File: src/rtl/dac_run_sequencer.sv
// dac_run_sequencer
//
// Run-control sequencer for the DAC/ADC acquisition path in the clk_50 domain.
// A run goes IDLE -> ARM (wait for the ADC front end) -> SETTLE (DAC enabled,
// settle countdown) -> RUN (optional FIFO writes) -> STOP (wait for the
// 125 MHz side to acknowledge DAC_running low) -> IDLE.
//
// Ports
//   clk_50          : single clock
//   reset_n         : synchronous active-low reset
//   start_dac_cmd   : pulse, start a run (honoured only in IDLE)
//   start_fifo_cmd  : pulse, arm FIFO writes (honoured in ARM/SETTLE/RUN)
//   stop_dac_cmd    : pulse, end the run (honoured in ARM/SETTLE/RUN)
//   ADC_ready       : level, ADC front end ready
//   DAC_running_fb  : level, DAC_running returned from the 125 MHz domain
//   settle_cycles   : DAC settle time in cycles before RUN
//   run_length      : FIFO write cycles per run, 0 = unlimited
//   DAC_running     : registered run level to the 125 MHz domain
//   dac_enable      : registered DAC output-stage enable
//   fifo_wr_en      : registered FIFO write enable
//   sample_count    : FIFO write cycles in the current/last run (saturating)
//   busy            : state is not IDLE
//   done            : one-cycle pulse on STOP -> IDLE
//   error_code      : 0 none, 1 ADC timeout, 2 ADC lost, 3 feedback timeout
module dac_run_sequencer #(
  parameter int unsigned TIMEOUT_CYCLES = 50000000,
  parameter int unsigned CNT_W          = 32
) (
  input  logic             clk_50,
  input  logic             reset_n,
  input  logic             start_dac_cmd,
  input  logic             start_fifo_cmd,
  input  logic             stop_dac_cmd,
  input  logic             ADC_ready,
  input  logic             DAC_running_fb,
  input  logic [15:0]      settle_cycles,
  input  logic [CNT_W-1:0] run_length,
  output logic             DAC_running,
  output logic             dac_enable,
  output logic             fifo_wr_en,
  output logic [CNT_W-1:0] sample_count,
  output logic             busy,
  output logic             done,
  output logic [1:0]       error_code
);

  localparam int unsigned TO_W = (TIMEOUT_CYCLES > 1) ? $clog2(TIMEOUT_CYCLES) : 1;
  localparam logic [TO_W-1:0] TO_LAST = TO_W'(TIMEOUT_CYCLES - 1);

  localparam logic [1:0] ERR_NONE     = 2'd0;
  localparam logic [1:0] ERR_ADC_TO   = 2'd1;
  localparam logic [1:0] ERR_ADC_LOST = 2'd2;
  localparam logic [1:0] ERR_FB_TO    = 2'd3;

  typedef enum logic [2:0] {
    S_IDLE   = 3'd0,
    S_ARM    = 3'd1,
    S_SETTLE = 3'd2,
    S_RUN    = 3'd3,
    S_STOP   = 3'd4
  } state_t;

  state_t             r_state;
  state_t             w_state_nxt;
  logic [TO_W-1:0]    r_timeout;
  logic [15:0]        r_settle_cnt;
  logic               r_fifo_armed;
  logic               w_fifo_armed_nxt;
  logic               r_dac_running;
  logic               r_dac_enable;
  logic               r_fifo_wr_en;
  logic [CNT_W-1:0]   r_sample_count;
  logic               r_done;
  logic [1:0]         r_error;
  logic               w_err_set;
  logic [1:0]         w_err_val;
  logic               w_to_expired;
  logic               w_last_write;
  logic               w_start;
  logic               w_active;
  logic               w_settle_done;

  assign w_to_expired = (r_timeout == TO_LAST);
  assign w_start      = (r_state == S_IDLE) && start_dac_cmd;
  assign w_active     = (r_state == S_ARM) || (r_state == S_SETTLE) || (r_state == S_RUN);

  // The counter is decremented on the edge that leaves SETTLE, so leaving when
  // it holds 1 (or 0) gives settle_cycles SETTLE cycles, with a floor of one.
  assign w_settle_done = (r_settle_cnt <= 16'd1);

  // This write is the one that brings sample_count up to run_length.
  assign w_last_write = r_fifo_wr_en && (run_length != '0) &&
                        (r_sample_count == (run_length - CNT_W'(1)));

  // State register
  always_ff @(posedge clk_50) begin
    if (!reset_n) begin
      r_state <= S_IDLE;
    end else begin
      r_state <= w_state_nxt;
    end
  end

  // Next-state logic; stop always takes priority over other run conditions.
  always_comb begin
    w_state_nxt      = r_state;
    w_err_set        = 1'b0;
    w_err_val        = ERR_NONE;
    w_fifo_armed_nxt = r_fifo_armed;
    case (r_state)
      S_IDLE: begin
        if (start_dac_cmd) w_state_nxt = S_ARM;
      end
      S_ARM: begin
        if (stop_dac_cmd) begin
          w_state_nxt = S_STOP;
        end else if (ADC_ready) begin
          w_state_nxt = S_SETTLE;
        end else if (w_to_expired) begin
          w_state_nxt = S_STOP;
          w_err_set   = 1'b1;
          w_err_val   = ERR_ADC_TO;
        end
      end
      S_SETTLE: begin
        if (stop_dac_cmd) begin
          w_state_nxt = S_STOP;
        end else if (w_settle_done) begin
          w_state_nxt = S_RUN;
        end
      end
      S_RUN: begin
        if (stop_dac_cmd) begin
          w_state_nxt = S_STOP;
        end else if (!ADC_ready) begin
          w_state_nxt = S_STOP;
          w_err_set   = 1'b1;
          w_err_val   = ERR_ADC_LOST;
        end else if (w_last_write) begin
          w_state_nxt = S_STOP;
        end
      end
      S_STOP: begin
        if (!DAC_running_fb) begin
          w_state_nxt = S_IDLE;
        end else if (w_to_expired) begin
          w_state_nxt = S_IDLE;
          w_err_set   = 1'b1;
          w_err_val   = ERR_FB_TO;
        end
      end
      default: begin
        w_state_nxt = S_IDLE;
      end
    endcase
    if (start_fifo_cmd && w_active) w_fifo_armed_nxt = 1'b1;
    if (w_state_nxt == S_IDLE)      w_fifo_armed_nxt = 1'b0;
  end

  // Counters and registered outputs, all derived from the next state so the
  // outputs line up with the state they describe.
  always_ff @(posedge clk_50) begin
    if (!reset_n) begin
      r_timeout      <= '0;
      r_settle_cnt   <= '0;
      r_fifo_armed   <= 1'b0;
      r_dac_running  <= 1'b0;
      r_dac_enable   <= 1'b0;
      r_fifo_wr_en   <= 1'b0;
      r_sample_count <= '0;
      r_done         <= 1'b0;
      r_error        <= ERR_NONE;
    end else begin
      if (w_state_nxt != r_state) begin
        r_timeout <= '0;
      end else if (((r_state == S_ARM) || (r_state == S_STOP)) && !w_to_expired) begin
        r_timeout <= r_timeout + TO_W'(1);
      end

      if ((r_state == S_ARM) && (w_state_nxt == S_SETTLE)) begin
        r_settle_cnt <= settle_cycles;
      end else if ((r_state == S_SETTLE) && (r_settle_cnt != 16'd0)) begin
        r_settle_cnt <= r_settle_cnt - 16'd1;
      end

      r_fifo_armed  <= w_fifo_armed_nxt;
      r_dac_running <= (w_state_nxt == S_SETTLE) || (w_state_nxt == S_RUN);
      r_dac_enable  <= (w_state_nxt == S_SETTLE) || (w_state_nxt == S_RUN);
      r_fifo_wr_en  <= (w_state_nxt == S_RUN) && w_fifo_armed_nxt;

      if (w_start) begin
        r_sample_count <= '0;
      end else if (r_fifo_wr_en && (r_sample_count != '1)) begin
        r_sample_count <= r_sample_count + CNT_W'(1);
      end

      r_done <= (r_state == S_STOP) && (w_state_nxt == S_IDLE);

      // Only the first error of a run is kept.
      if (w_start) begin
        r_error <= ERR_NONE;
      end else if (w_err_set && (r_error == ERR_NONE)) begin
        r_error <= w_err_val;
      end
    end
  end

  assign DAC_running  = r_dac_running;
  assign dac_enable   = r_dac_enable;
  assign fifo_wr_en   = r_fifo_wr_en;
  assign sample_count = r_sample_count;
  assign busy         = (r_state != S_IDLE);
  assign done         = r_done;
  assign error_code   = r_error;

endmodule

File: config.mk
export PLATFORM = sky130hd
export DESIGN_NAME = dac_run_sequencer
export DESIGN_NICKNAME = d
export VERILOG_FILES = /design/src/rtl/dac_run_sequencer.sv
export SDC_FILE = /design/constraint.sdc
export NUM_CORES = 1
export LEC_CHECK = 0
export ABC_AREA = 1
export ABC_CLOCK_PERIOD_IN_PS = 4900
export BUFFER_PORTS_ARGS = -buffer_cell sky130_fd_sc_hd__buf_2
export CORE_MARGIN = 2
export CORE_UTILIZATION = 45
export CTS_CLUSTER_DIAMETER = 200
export DETAILED_ROUTE_END_ITERATION = 10
export HOLD_SLACK_MARGIN = 0.02
export PLACE_DENSITY = 0.65
export SYNTH_ARGS = -nofsm -noshare
export SYNTH_HDL_FRONTEND = slang
export SYNTH_SLANG_ARGS = --single-unit
File: constraint.sdc
create_clock -name clk_50 -period 4.9 [get_ports clk_50]
set_input_delay 0.735 -clock clk_50 [delete_from_list [all_inputs] [get_ports clk_50]]
set_output_delay 0.735 -clock clk_50 [all_outputs]
set_load 0.05 [all_outputs]
# --- Word-level counts from Yosys, hierarchy flattened ---
# Index checks and enable logic that the tools add are counted.
totals:
  register_bits: 83
  wordCells: 81
classes:
  addsub: 4
  order_cmp: 1
  n_eq_ne: 10
  muxes: 31
  bitwise_logic: 1
  n_reduce_logical: 25
ops:
  columns: ["op", "n"]
  rows:
  - ["$mux W3", 11]
  - ["$add A32 B1 Y32 const B", 1]
  - ["$eq A32 B32 Y1", 1]
  - ["$mux W16", 2]
  - ["$ne A32 B32 Y1 const B", 1]
  - ["$reduce_bool A32 Y1", 1]
  - ["$sub A32 B1 Y32 const B", 1]
  - ["$add A26 B1 Y26 const B", 1]
  - ["$eq A26 B26 Y1 const B", 1]
  - ["$le A16 B1 Y1 const B", 1]
  - ["$reduce_bool A16 Y1", 1]
  - ["$sub A16 B1 Y16 const B", 1]
  - ["$pmux W3 S5", 1]
  - ["$eq A3 B2 Y1 const B", 4]
  - ["$logic_and A1 B1 Y1", 11]
  - ["$mux W1", 11]
  - ["$mux W2", 4]
  - ["$logic_not A3 Y1", 2]
  - ["$pmux W2 S3", 1]
  - ["$logic_or A1 B1 Y1", 4]
  - ["$reduce_or A2 Y1", 2]
  - ["$eq A3 B1 Y1 const B", 1]
  - ["$eq A3 B3 Y1 const B", 1]
  - ["$ne A3 B3 Y1", 1]
  - ["6 further kinds", 6]

# --- Depth between registers and ports, before layout ---
logic_depth:
  word_depth: 10
  mapped_depth: 22
  ltp_nobuf: 21

# --- Worst setup path after synthesis ---
# OpenSTA, ideal clock, no wires.
synth_timing:
  path_kind: "in2reg"
  start: "input port run_length[0]"
  end: "register r_timeout[15]"
  setup_ps: 120
  arrival_time_ps: 2525
  path_slack_ps: 2255
  cell_stages: 19
  path_buffers: 2
  cell_sequence: "inv_1 > ha_1 > nand2_2 > nor2_4 > buf_6 > nand2_1 > xor2_1 > nand2_1 > nor2_1 > nand3_1 > nor2_1 > nand2_2 > nand2_1 > nand3_1 > nand2_1 > nor2_2 > nand2_4 > buf_12 > nor2_4"
synth_between:
  elab_chain_cells: 9
  word_cells_on_any_way: 11
synth_lines:
  columns: ["item", "line_no", "source"]
  rows:
  - ["start, declared", "37", "input logic [CNT_W-1:0] run_length,"]
  - ["$sub A32 B1 Y32 / $reduce_bool A32 Y1 (equally long branches)", "93, 92", null]
  - ["$eq A32 B32 Y1 / $logic_and A1 B1 Y1 (equally long branches)", "93, 92", null]
  - ["$logic_and A1 B1 Y1 *", "92", "assign w_last_write = r_fifo_wr_en && (run_length != '0) &&"]
  - ["$mux W3 *", "139", "end else if (w_last_write) begin"]
  - ["$mux W3 *", "135", "end else if (!ADC_ready) begin"]
  - ["$mux W3 *", "133", "if (stop_dac_cmd) begin"]
  - ["$pmux W3 S5 *", "110", "case (r_state)"]
  - ["$ne A3 B3 Y1 *", "174", "if (w_state_nxt != r_state) begin"]
  - ["$reduce_or A2 Y1 (no line) *", null, null]
  - ["end signal, assigned", "177", "r_timeout <= r_timeout + TO_W'(1);"]
  - ["end, declared", "65", "logic [TO_W-1:0] r_timeout;"]
# Every way passes the cells marked *; elsewhere a longest branch is shown, timed or not.
# A chain may end at the register's enable or synchronous reset.

# --- Final worst setup path ---
layout_timing:
  start: "input port run_length[0]"
  end: "register r_timeout[2]"
# Same word-level chain as after synthesis.

==> impl_results.md <==
- Status: finished, final reports clean
- Filler cells: 1491
- Fraction of the cycle the final worst path needs: 63.4%
- Hold Vio Cnt, Final: 0
- Leakage: 3.17 nW
- Worst R2R Start: sample_count[0]$_SDFFE_PP0P_
- Starting Density: 46.1%
- Net switching power: 439 uW
- Maximum clock insertion buffer count: 2
- Worst skew pair latency: 0.34 ns
- Worst path required time: 5.10 ns
- Synthesized cell area: 6390 um^2
- CP bufs+invs: 3
- Global-route wire length before repair: 28700 um
- FMAX: 322 MHz
- Worst vdd ir: 0.179 mV
- Post-route ant nets: 0
- DRC viols: 0
- Mean post-synth cell area: 6.12 um^2
- Global route overflow: 0
- Slew @ Worst Pin: 0.783 ns
- Setup-failing EPs final: 0
- Post-place setup slack: 1.43 ns
- Post-synth EDFFs: 0
- Post-Syn Nets: 1104
- Vias in the first global route: 6210
- Buffers inserted by post-CTS timing repair: 0
- Slowest cell on the critical path: nand2_4
- Initial DRT Pass Iterations: 5
- Top FF cell, synth: dfxtp_1
- RSZ-0062 raised after global routing: false
- Worst Path Arrival: 3.31 ns
- Largest net degree at the start of global routing: 27
- Gpl congestion: 0.955
- I/O Buffers: 93
- Ant. Diodes: 0
- Synth Register Bits: 83
- Commonest non-fill, non-tap cell in the layout: nand2_1
- H-tree level count: 3
- Clock root cell: clkbuf_16
- Via density: 5.01
- Max Fanout on Critical Path: 26
- Area growth, synth to finish: 14.7%
- Core area: 13900 um^2
- Reg area: 1660 um^2
- Total GRT Usage: 23.7%
- Layout cells sized above 1: 13.3%
- Clock Sinks: 83
- Max Cap Viol: 0
- Drt wl/cell: 13.1 um
- Clock power share: 45.6%
- WS Path Type: in -> reg
- Register area share after synthesis: 26.0%
- Post-DP HPWL: 13800 um
- HP Class: reg -> reg
- Setup crit start: run_length[0]
- I/O Pins: 94
- Post-Route WL: 17300 um
- Power Total: 1.70 mW
- CP Cell Sequence: buf_2, inv_1, ha_1, nand2_2, nor2_4, nand2_1, nor2_2, nand2_1, nand3_1, nand2_1, inv_1, nand2_1, nor2_1, nand2_2, nand2_1, nand3_1, nand2_1, nor2_2, nand2_4, nor2_1
- Setup crit end kind: register
- CP startpoint kind: primary input
- Min Clock Period, post-route: 3.10 ns
- CTS Hold Buffers Added: 0
- CTS tree: done
- Family with the most delay on the worst path: simple AND/OR/NAND/NOR gates
- Die Y: 123 um
- CP most frequent cell: nand2_1
- Max incr delay on CP: 0.47 ns
- Initial antenna violation count: 0
- Setup TNS: 0 ns
- Slew HR: 47.7%
- Sw Ratio: 25.9%
- NumNets Final: 1195
- Synth Warn #: 0
- Min Hold Slack: 0.480 ns
- Detailed router's first-iteration violation count: 323
- Comb pwr share: 13.7%
- Vias after detailed routing: 6614
- Clock skew: 0.00525 ns
- Die area: 15200 um^2
- Post-synth cell types: 43
- Reg clk slew, reported paths: 0.06 ns
- Inserted Clock Buffers: 9
- Area of the multi-input gates: 4020 um^2
- Most frequent cells in the layout: 296 x nand2_1, 154 x inv_1, 134 x nor2_1, 93 x buf_2, 83 x dfxtp_1
- Async S/R FF share, synth: 0%
- Sequential power share: 40.6%
- Rows: 43
- Post-CTS Resized: 0
- Pwr Density: 231 nW/um^2
- Chip width: 123 um
- Hold Startpoint: error_code[0]$_SDFFE_PP0P_
- Max-slew violations: 0
- Final worst slack: 1.80 ns
- Cell internal pwr: 1.26 mW
- Syn Inst Count: 1044
-- area by class of cell --
class                   instances  area share [%]
flip-flops and latches         83            22.7
inverters                     159            8.16
repair buffers                 96            6.65
well taps                     180            3.07
clock buffers                   9            3.07
multi-input cells             786            54.8
clock inverters                 6            1.57
-- cell usage after synthesis, types with 3 or more instances --
cell type,n,area share (%)
nor3b_1,4,0.47
nor2_4,23,4.1
clkinv_1,3,0.18
a21oi_1,32,2.5
o21bai_1,3,0.35
o21ai_0,27,2.1
nand3b_1,4,0.47
a31oi_1,9,0.88
xnor2_1,11,1.5
nor3_1,31,2.4
nand4_1,33,3.2
o211ai_1,7,0.82
nand2_2,6,0.59
nor2_2,7,0.68
nand2_1,296,17
xor2_1,58,7.9
nor2_1,134,7.9
nor4_1,14,1.4
ha_1,5,0.98
dfxtp_1,83,26
clkbuf_1,9,0.53
inv_1,154,9.0
nand3_1,63,4.9
-- cell families after synthesis --
| family | synth area share (%) |
|---|---|
| AND/OR/NAND/NOR | 44.5 |
| AO/OA/AOI/OAI | 7.95 |
| flip-flops | 26.0 |
| XOR/XNOR | 9.45 |
| buffers and inverters | 11.1 |
| adder cells (fa/ha/maj) | 0.978 |
-- registers in the layout, summed over array words and instances (netlist names), 2 cells and up --
name,flops
r_settle_cnt,16
r_state,3
error_code,2
sample_count,32
r_timeout,26
-- power by group through the flow --
stage / Combinational (mW) / Sequential, mW / Clock [mW]
2_1_floorplan: 0.171 / 0.704 / 0
3_3_place_gp: 0.233 / 0.705 / 0
3_5_place_dp: 0.233 / 0.705 / 0
4_1_cts: 0.234 / 0.690 / 0.792
5_1_grt: 0.267 / 0.691 / 0.821
6_report: 0.233 / 0.690 / 0.775
-- worst reg2reg max path: stages (launching register included) --
cell and delay, ns:
dfxtp_1 0.43, ha_1 0.20, inv_1 0.05, nor4_1 0.45, nand2_1 0.12, nor2_1 0.14
nand2_1 0.06, nand2_1 0.42, nor2_1 0.16, nand2_1 0.11, inv_1 0.09, nand2_1 0.11
nor2_1 0.10, nand3_1 0.14, nor2_1 0.08, nand2_1 0.06, nand2_1 0.05, nor2_1 0.09
-- final timing paths --
path | to | slack, ns | cells past startpoint
hold / removal | error_code[0]$_SDFFE_PP0P_ | 0.48 | 2
setup / recovery | r_timeout[2]$_SDFFE_PP0P_ | 1.80 | 20
hold reg to reg | error_code[0]$_SDFFE_PP0P_ | 0.48 | 2
setup reg to reg | sample_count[26]$_SDFFE_PP0P_ | 1.98 | 17
-- through the flow --
step                cells  instance area [um^2]  util, %
finish               1319                  7330     52.8
detailed placement   1304                  6990     50.4
global placement     1304                  6990     50.4
floorplan            1044                  6390        -
global route         1319                  7330     52.8
CTS                  1319                  7330     52.8
-- metal layers --
metal  part of all wire, %  up-vias  global-route usage, %
met4                   3.1        0                   10.2
met5                     0        -                      0
li1                      -     3496                      -
met2                    48      177                   41.1
met1                    45     2908                   29.5
met3                   4.5       33                   2.77
No activity file was read; power rests on OpenSTA's default activity.
